==> src/rtl/layer_serializer.sv <==
// Purpose: collects per-neuron results (each on its own valid bit) and replays them as a serial word stream, neuron 0 first.
// Latency: word 0 appears two cycles after the cycle that completes a set; back-to-back sets stream with no gap.
// Backpressure: none; downstream must accept every cycle, and results arriving while a set is pending are dropped and flagged in overrun.
module layer_serializer #(
    parameter int neurons   = 10,
    parameter int dataWidth = 16
) (
    input  logic                          clk,
    input  logic                          rst_n,
    input  logic [neurons-1:0]            layer_out_valid,
    input  logic [neurons*dataWidth-1:0]  layer_out_data,
    output logic                          ser_out_valid,
    output logic [dataWidth-1:0]          ser_out_data,
    output logic                          ser_out_last,
    output logic                          busy,
    output logic                          overrun
);

    localparam int CW = (neurons > 1) ? $clog2(neurons) : 1;
    localparam logic [CW-1:0] LAST = CW'(neurons - 1);

    typedef enum logic {IDLE, SHIFT} state_t;

    state_t                 state, state_nxt;
    logic [CW-1:0]          cnt, cnt_nxt;
    logic [neurons-1:0]     flag;
    logic [neurons-1:0]     merged;
    logic                   pending;
    logic                   complete;
    logic                   load;
    logic                   vld_nxt;
    logic                   last_nxt;
    logic [dataWidth-1:0]   dat_nxt;
    logic [dataWidth-1:0]   coll_data  [neurons];
    logic [dataWidth-1:0]   coll_merge [neurons];
    logic [dataWidth-1:0]   shift_buf  [neurons];

    // Collect view: this cycle's accepted words merged over the stored ones, and set completion.
    always_comb begin
        merged   = flag | layer_out_valid;
        complete = !pending && (&merged);
        for (int i = 0; i < neurons; i++) begin
            coll_merge[i] = (layer_out_valid[i] && !pending)
                          ? layer_out_data[i*dataWidth +: dataWidth]
                          : coll_data[i];
        end
    end

    // Collect and shift buffers carry no reset; their contents are qualified by flags/pending/state.
    always_ff @(posedge clk) begin
        for (int i = 0; i < neurons; i++) begin
            coll_data[i] <= coll_merge[i];
            if (load) begin
                shift_buf[i] <= coll_merge[i];
            end
        end
    end

    // Flags, pending handshake between collect and shift, and the sticky drop indicator.
    always_ff @(posedge clk or negedge rst_n) begin
        if (!rst_n) begin
            flag    <= '0;
            pending <= 1'b0;
            overrun <= 1'b0;
        end else begin
            if (pending) begin
                if (|layer_out_valid) begin
                    overrun <= 1'b1;
                end
            end else if (complete) begin
                flag <= '0;
            end else begin
                flag <= merged;
            end
            // A set completing on the last-word cycle is loaded straight away and never pends.
            if (load) begin
                pending <= 1'b0;
            end else if (complete) begin
                pending <= 1'b1;
            end
        end
    end

    // FSM state and registered outputs.
    always_ff @(posedge clk or negedge rst_n) begin
        if (!rst_n) begin
            state         <= IDLE;
            cnt           <= '0;
            ser_out_valid <= 1'b0;
            ser_out_data  <= '0;
            ser_out_last  <= 1'b0;
        end else begin
            state         <= state_nxt;
            cnt           <= cnt_nxt;
            ser_out_valid <= vld_nxt;
            ser_out_data  <= dat_nxt;
            ser_out_last  <= last_nxt;
        end
    end

    // Next state and next output word; cnt indexes the word currently on the output.
    always_comb begin
        state_nxt = state;
        cnt_nxt   = cnt;
        load      = 1'b0;
        vld_nxt   = 1'b0;
        dat_nxt   = '0;
        last_nxt  = 1'b0;
        case (state)
            IDLE: begin
                if (pending) begin
                    load      = 1'b1;
                    state_nxt = SHIFT;
                    cnt_nxt   = '0;
                    vld_nxt   = 1'b1;
                    dat_nxt   = coll_merge[0];
                end
            end
            SHIFT: begin
                if (cnt == LAST) begin
                    if (pending || complete) begin
                        load    = 1'b1;
                        cnt_nxt = '0;
                        vld_nxt = 1'b1;
                        dat_nxt = coll_merge[0];
                    end else begin
                        state_nxt = IDLE;
                    end
                end else begin
                    cnt_nxt  = cnt + CW'(1);
                    vld_nxt  = 1'b1;
                    dat_nxt  = shift_buf[cnt_nxt];
                    last_nxt = (cnt_nxt == LAST);
                end
            end
            default: state_nxt = IDLE;
        endcase
    end

    assign busy = (state == SHIFT);

endmodule

==> config.mk <==
export PLATFORM = sky130hd
export DESIGN_NAME = layer_serializer
export DESIGN_NICKNAME = d
export VERILOG_FILES = /design/src/rtl/layer_serializer.sv
export SDC_FILE = /design/constraint.sdc
export NUM_CORES = 1
export LEC_CHECK = 0
export CAP_MARGIN = 5
export CELL_PAD_IN_SITES_DETAIL_PLACEMENT = 0
export CELL_PAD_IN_SITES_GLOBAL_PLACEMENT = 1
export CORE_MARGIN = 1
export CORE_UTILIZATION = 30
export DETAILED_ROUTE_END_ITERATION = 12
export GPL_TIMING_DRIVEN = 0
export PLACE_DENSITY = 0.61
export REMOVE_ABC_BUFFERS = 1
export SLEW_MARGIN = 20
export SYNTH_ARGS = -nofsm -noshare
export SYNTH_HDL_FRONTEND = slang
export SYNTH_SLANG_ARGS = --single-unit
==> constraint.sdc <==
create_clock -name clk -period 16.4 [get_ports clk]
set_input_delay 4.1 -clock clk [delete_from_list [all_inputs] [get_ports clk]]
set_output_delay 4.1 -clock clk [all_outputs]
set_load 0.1 [all_outputs]
==> flow_summary.toml, run 1 <==
[status]
outcome = "complete, no violations"

[synth]
synth_edf_count = 160
synthFlopType = "edfxtp_1"
syn_inst = 749
synth_common_cells = "dfxtp_1, edfxtp_1, mux2_2"
syn_area_um2 = 12870
yosys.area.top_type = "edfxtp_1"
synth_cell_types = 39
ys_warn_count = 0
yosysSeqAreaShare_pct = 68.84
synth.area.top_cells = "edfxtp_1, dfxtp_1, mux2_2"
async_reset_ff_share_pct = 9.605
syn_area_per_cell_um2 = 17.18
netlist.area_leader.share_pct = 37.34
ys_seq_elements = 354

[global_routing]
grt_pass1_vias = 7602
grt_pass1_wl_mm = 48.38
track_usage_pct = 15.41
antenna_found_initial = 4
grt_max_degree = 34
grt.overflow.total = 0

[floorplan]
io_pins = 192
start_util_pct = 30.54
core_area_um2 = 42130
die_area_um2 = 43720
die_width_um = 209.1
rows = 75
die_h_um = 209.1

[setup_path]
cp-end-kind = "flip-flop"
r2r-end = "shift_buf[6][10]"
rrSetupSlack_ps = 13040
crit_arrival_ps = 7000
required_ps = 16640
crit_path_start_kind = "primary input"
cp_max_fo = 21
reg2reg_from = "cnt[0]"
critPathCapture = "shift_buf[6][10]"
crit_path_start = "layer_out_valid[9]"
crit_type = "primary input to flip-flop"
worstRegToRegCells = 8

[cts]
post_cts_resized = 0
cts-root-buf = "clkbuf_16"
cts_hold_buf = 0
h-tree-depth = 2
clk_pin_slew_ps = 60
clock-sinks = 354
cts_tree = "built"
cts_buffers = 40
ctsLongestPathBuffers = 3
post_cts_buffers = 0
clk_latency_ps = 550

[place]
place_inst = 1455
hpwl_mm = 22.18
io_buffers = 191
dpl_cell_area_um2 = 15750
gp_congestion = 0.7162

[timing]
worstMarginPinSlew_ps = 1092
grt_setup_unrepaired = "false"
max_freq_ghz = 0.1479
setup_tns_ps = 0
skew_ps = 26.25
drv_slew = 0
whs_ps = 465.4
min_period_ps = 6762
period_share_pct = 41.23
setup_viol = 0
slew_headroom_pct = 26.98
hold_viol = 0

[routing]
drtPass1Iterations = 4
drc_errors = 0
drt-total-wl_mm = 32.95
wl_per_cell_um = 21.56
drt_iter0_markers = 297
vias = 7086
drtAntennaViolNets = 0
viasPerCell = 4.637

[pwr]
p_per_area_nw_per_um2 = 206.5
vdd.ir_drop.worst_mv = 0.1109
leakage_nw = 6.298

[layout]
finish.utilization_pct = 40.32
final_cells = 1528
syn_to_final_growth_pct = 32.03
nets = 1134
drive_gt1_share_pct = 27.66
fin_area_um2 = 16990

[job]
maxCapViolCount = 0

[hold_path]
hp-class = "flip-flop to flip-flop"
==> flip-flops by register name, summed over array words and instances (netlist names) <==
register       count
flag              10
ser_out_data      16
cnt                4
coll_data        160
overrun            1
ser_out_last       1
pending            1
shift_buf        160
ser_out_valid      1
==> critical path: stages <==
cell and delay, ps:
clkdlybuf4s50_1 560, o22ai_1 90, nor3_1 400, and2_1 290, a21oi_1 130, a21oi_4 600, buf_16 250, buf_16 180
buf_16 170, buf_16 170
==> worst min path at each step <==
stage / from / depth (start not counted) / to
finish: coll_data[0][6] / 1 / ser_out_data[6]
global placement: overrun / 1 / overrun
detailed placement: coll_data[0][6] / 1 / ser_out_data[6]
floorplan: coll_data[0][0] / 1 / ser_out_data[0]
global route: coll_data[9][9] / 1 / coll_data[9][9]
CTS: coll_data[0][4] / 1 / ser_out_data[4]
==> cell families after synthesis <==
logic type                 count (synthesis)  synth area share [%]
DFF                                      354                 68.84
muxes                                    224                 22.44
AOI/OAI and AO/OA                         61                 3.549
buffers and inverters                     54                 2.431
and+or+nand+nor                           52                 2.314
adders and majority gates                  3                0.2917
xor gates and xnor gates                   1                0.1264
==> area by class of cell <==
type | instances | area, um^2
Inverter | 12 | 45.04
Clock buffer | 60 | 1147
Antenna cell | 2 | 5.005
Timing Repair Buffer | 210 | 2401
Clock inverter | 10 | 76.32
Fill cell | 3905 | 25150
Multi-Input combinational cell | 341 | 3777
Tap cell | 539 | 674.4
Sequential cell | 354 | 8862
==> through the flow <==
step           setup slack (ps)  total power (W)
5_1_grt                    9540         0.003708
3_5_place_dp               9078         0.002713
3_3_place_gp              -1967         0.002649
6_report                   9638         0.003508
2_1_floorplan              3161         0.002249
4_1_cts                    9635         0.003571
==> routing by layer <==
layer	track usage [%]	share of wire, %	up-vias
met5	0	0	-
li1	-	-	3260
met4	5.375	2.3	0
met3	4.253	6.3	47
met1	19.27	44	3585
met2	25.53	48	194
==> cells in the final DEF, fill, tap and decap left out, types with 15 or more instances in the layout <==
cell type        count
a211o_1             16
dfxtp_1            160
dfrtp_1             33
nor2b_1             15
mux4_2              20
mux2i_1             32
mux2_2             160
o22ai_1             21
edfxtp_1           160
clkdlybuf4s50_1    190
buf_16              17
clkbuf_16           41
==> report_power, final <==
part           total, W  leakage (nW)  internal [W]  switching, W
clock          0.000840         0.601      0.000497      0.000343
combinational   0.00125          2.51      0.000589      0.000665
sequential      0.00141          3.18       0.00131      0.000104
(Power assumes the default switching activity.)
==> inputs of run 2 (changes only) <==
Clock period 16.4 ns to 7.1 ns, I/O delays scaled along.
==> results of run 2 <==
Same layout as run 1 (identical final DEF). Status: complete, no violations.
Main changes from that run: setup slack after placement 9078 ps -> 2103 ps; setup slack after layout 9638 ps -> 2663 ps; register-to-register setup slack 13040 ps -> 3740 ps; total power 0.003508 W -> 0.008103 W; worst IR drop on VDD 0.1109 mV -> 0.2562 mV
==> inputs of run 3 (changes only) <==
Settings changed: PLACE_DENSITY 0.61 to 0.63.
Clock period 7.1 ns to 3.8 ns, I/O delays scaled along.
==> flow_summary.toml, run 3 (synthesis gave the netlist of run 1 again) <==
[floorplan]
start_util_pct = 30.54
io_pins = 192
die_width_um = 209.1
die_h_um = 209.1
die_area_um2 = 43720
core_area_um2 = 42130
rows = 75

[layout]
final_cell_mix = "clkdlybuf4s50_1, mux2_2, dfxtp_1, edfxtp_1, clkbuf_16"
nFillCells = 3847
largestRegisters = "coll_data: 160 flops, shift_buf: 160 flops, ser_out_data: 16 flops"
drive_gt1_share_pct = 29.26
final_cells = 1538
final_common_cell = "clkdlybuf4s50_1"
syn_to_final_growth_pct = 34.11
nets = 1143

[routing]
drc_errors = 0
vias = 7029
drt-total-wl_mm = 32.23
drt_iter0_markers = 312
drtAntennaViolNets = 0
wl_per_cell_um = 20.96
drtPass1Iterations = 5
viasPerCell = 4.570

[setup_path]
crit_path_start_kind = "flip-flop"
crit_arrival_ps = 2500
max_stage_delay_ps = 1240
required_ps = 2850
crit_path_start = "ser_out_valid"
critPathSlowestCell = "clkdlybuf4s50_1"
cp_max_fo = 13
worstPathCellList = "clkdlybuf4s50_1"
cp-end-kind = "output port"
path_delay_family = "buffers and inverters"
reg2reg_from = "cnt[0]"
cp_num_buf_inv = 1
crit_type = "flip-flop to output port"

[timing]
hold_viol = 0
skew_ps = 9.848
drv_slew = 0
setup_viol = 0
grt_setup_unrepaired = "false"
slew_headroom_pct = 31.48
setup_tns_ps = 0
min_period_ps = 3449
period_share_pct = 90.75
max_freq_ghz = 0.2900
worstMarginPinSlew_ps = 1025

[place]
gp_congestion = 0.7143
place_inst = 1461
io_buffers = 191
hpwl_mm = 22.88

[job]
maxCapViolCount = 0

[status]
outcome = "complete, no violations"

[cts]
cts_tree = "built"
cts_buffers = 40
clk_pin_slew_ps = 60
post_cts_resized = 0
cts-root-buf = "clkbuf_16"
ctsLongestPathBuffers = 3
clk_latency_ps = 550
clock-sinks = 354
h-tree-depth = 2

[global_routing]
grt_max_degree = 34
grt.overflow.total = 0
grt_pass1_vias = 7353
track_usage_pct = 14.95
grt_pass1_wl_mm = 46.78
antenna_found_initial = 0

[pwr]
p_per_area_nw_per_um2 = 892.2
vdd.ir_drop.worst_mv = 0.4423
leakage_nw = 6.441

[hold_path]
hp-class = "primary input to asynchronous set/reset pin"
## run 3: area by class of cell
cell class	instances	area, um^2	area share (%)
diodes	1	2.502	0.01450
clock buffers	54	1155	6.692
clock inverters	18	175.2	1.015
inverters	12	45.04	0.2610
multi-input cells	341	3777	21.89
flip-flops and latches	354	8862	51.36
well taps	539	674.4	3.908
repair buffers	219	2565	14.86
## run 3: final timing paths
check                      cells past startpoint                to  slack (ps)
setup reg to reg                               6  ser_out_data[15]         870
setup / recovery                               1              busy         350
min in group clk                               1   ser_out_data[8]         470
hold reg to reg                                1   ser_out_data[8]         470
max in group asynchronous                      2            cnt[0]        2980
hold / removal                                 1  ser_out_data[11]         320
## run 3: what timing repair did
item | in CTS | in global routing
hold buffers | 0 | 0
endpoints found under the setup margin | 0 | 19
setup buffers | 0 | 4
## run 3: per-stage QoR
stage	setup WS [ps]	total power (W)	instance area, um^2	hold WS (ps)	util [%]
2_1_floorplan	-7052	0.009707	12600	438.0	-
3_3_place_gp	-12710	0.01132	15190	445.3	36.04
3_5_place_dp	-361.4	0.01169	15890	448.2	37.72
4_1_cts	218.0	0.01563	17220	286.9	40.88
5_1_grt	238.3	0.01616	17250	311.3	40.95
6_report	351.3	0.01540	17260	317.6	40.96
## run 3: metal layers
| metal | vias up | share of wire, % | track usage (%) |
|---|---|---|---|
| li1 | 3281 | - | - |
| met1 | 3506 | 45 | 19.55 |
| met2 | 183 | 47 | 24.40 |
| met3 | 59 | 4.8 | 2.885 |
| met4 | 0 | 2.7 | 5.882 |
| met5 | - | 0 | 0 |
## run 3: power breakdown
group / internal [W] / total, W / switching [W]
clock: 0.00233 / 0.00386 / 0.00152
sequential: 0.00565 / 0.00611 / 0.000461
combinational: 0.00261 / 0.00542 / 0.00282
total: 0.0106 / 0.0154 / 0.00480
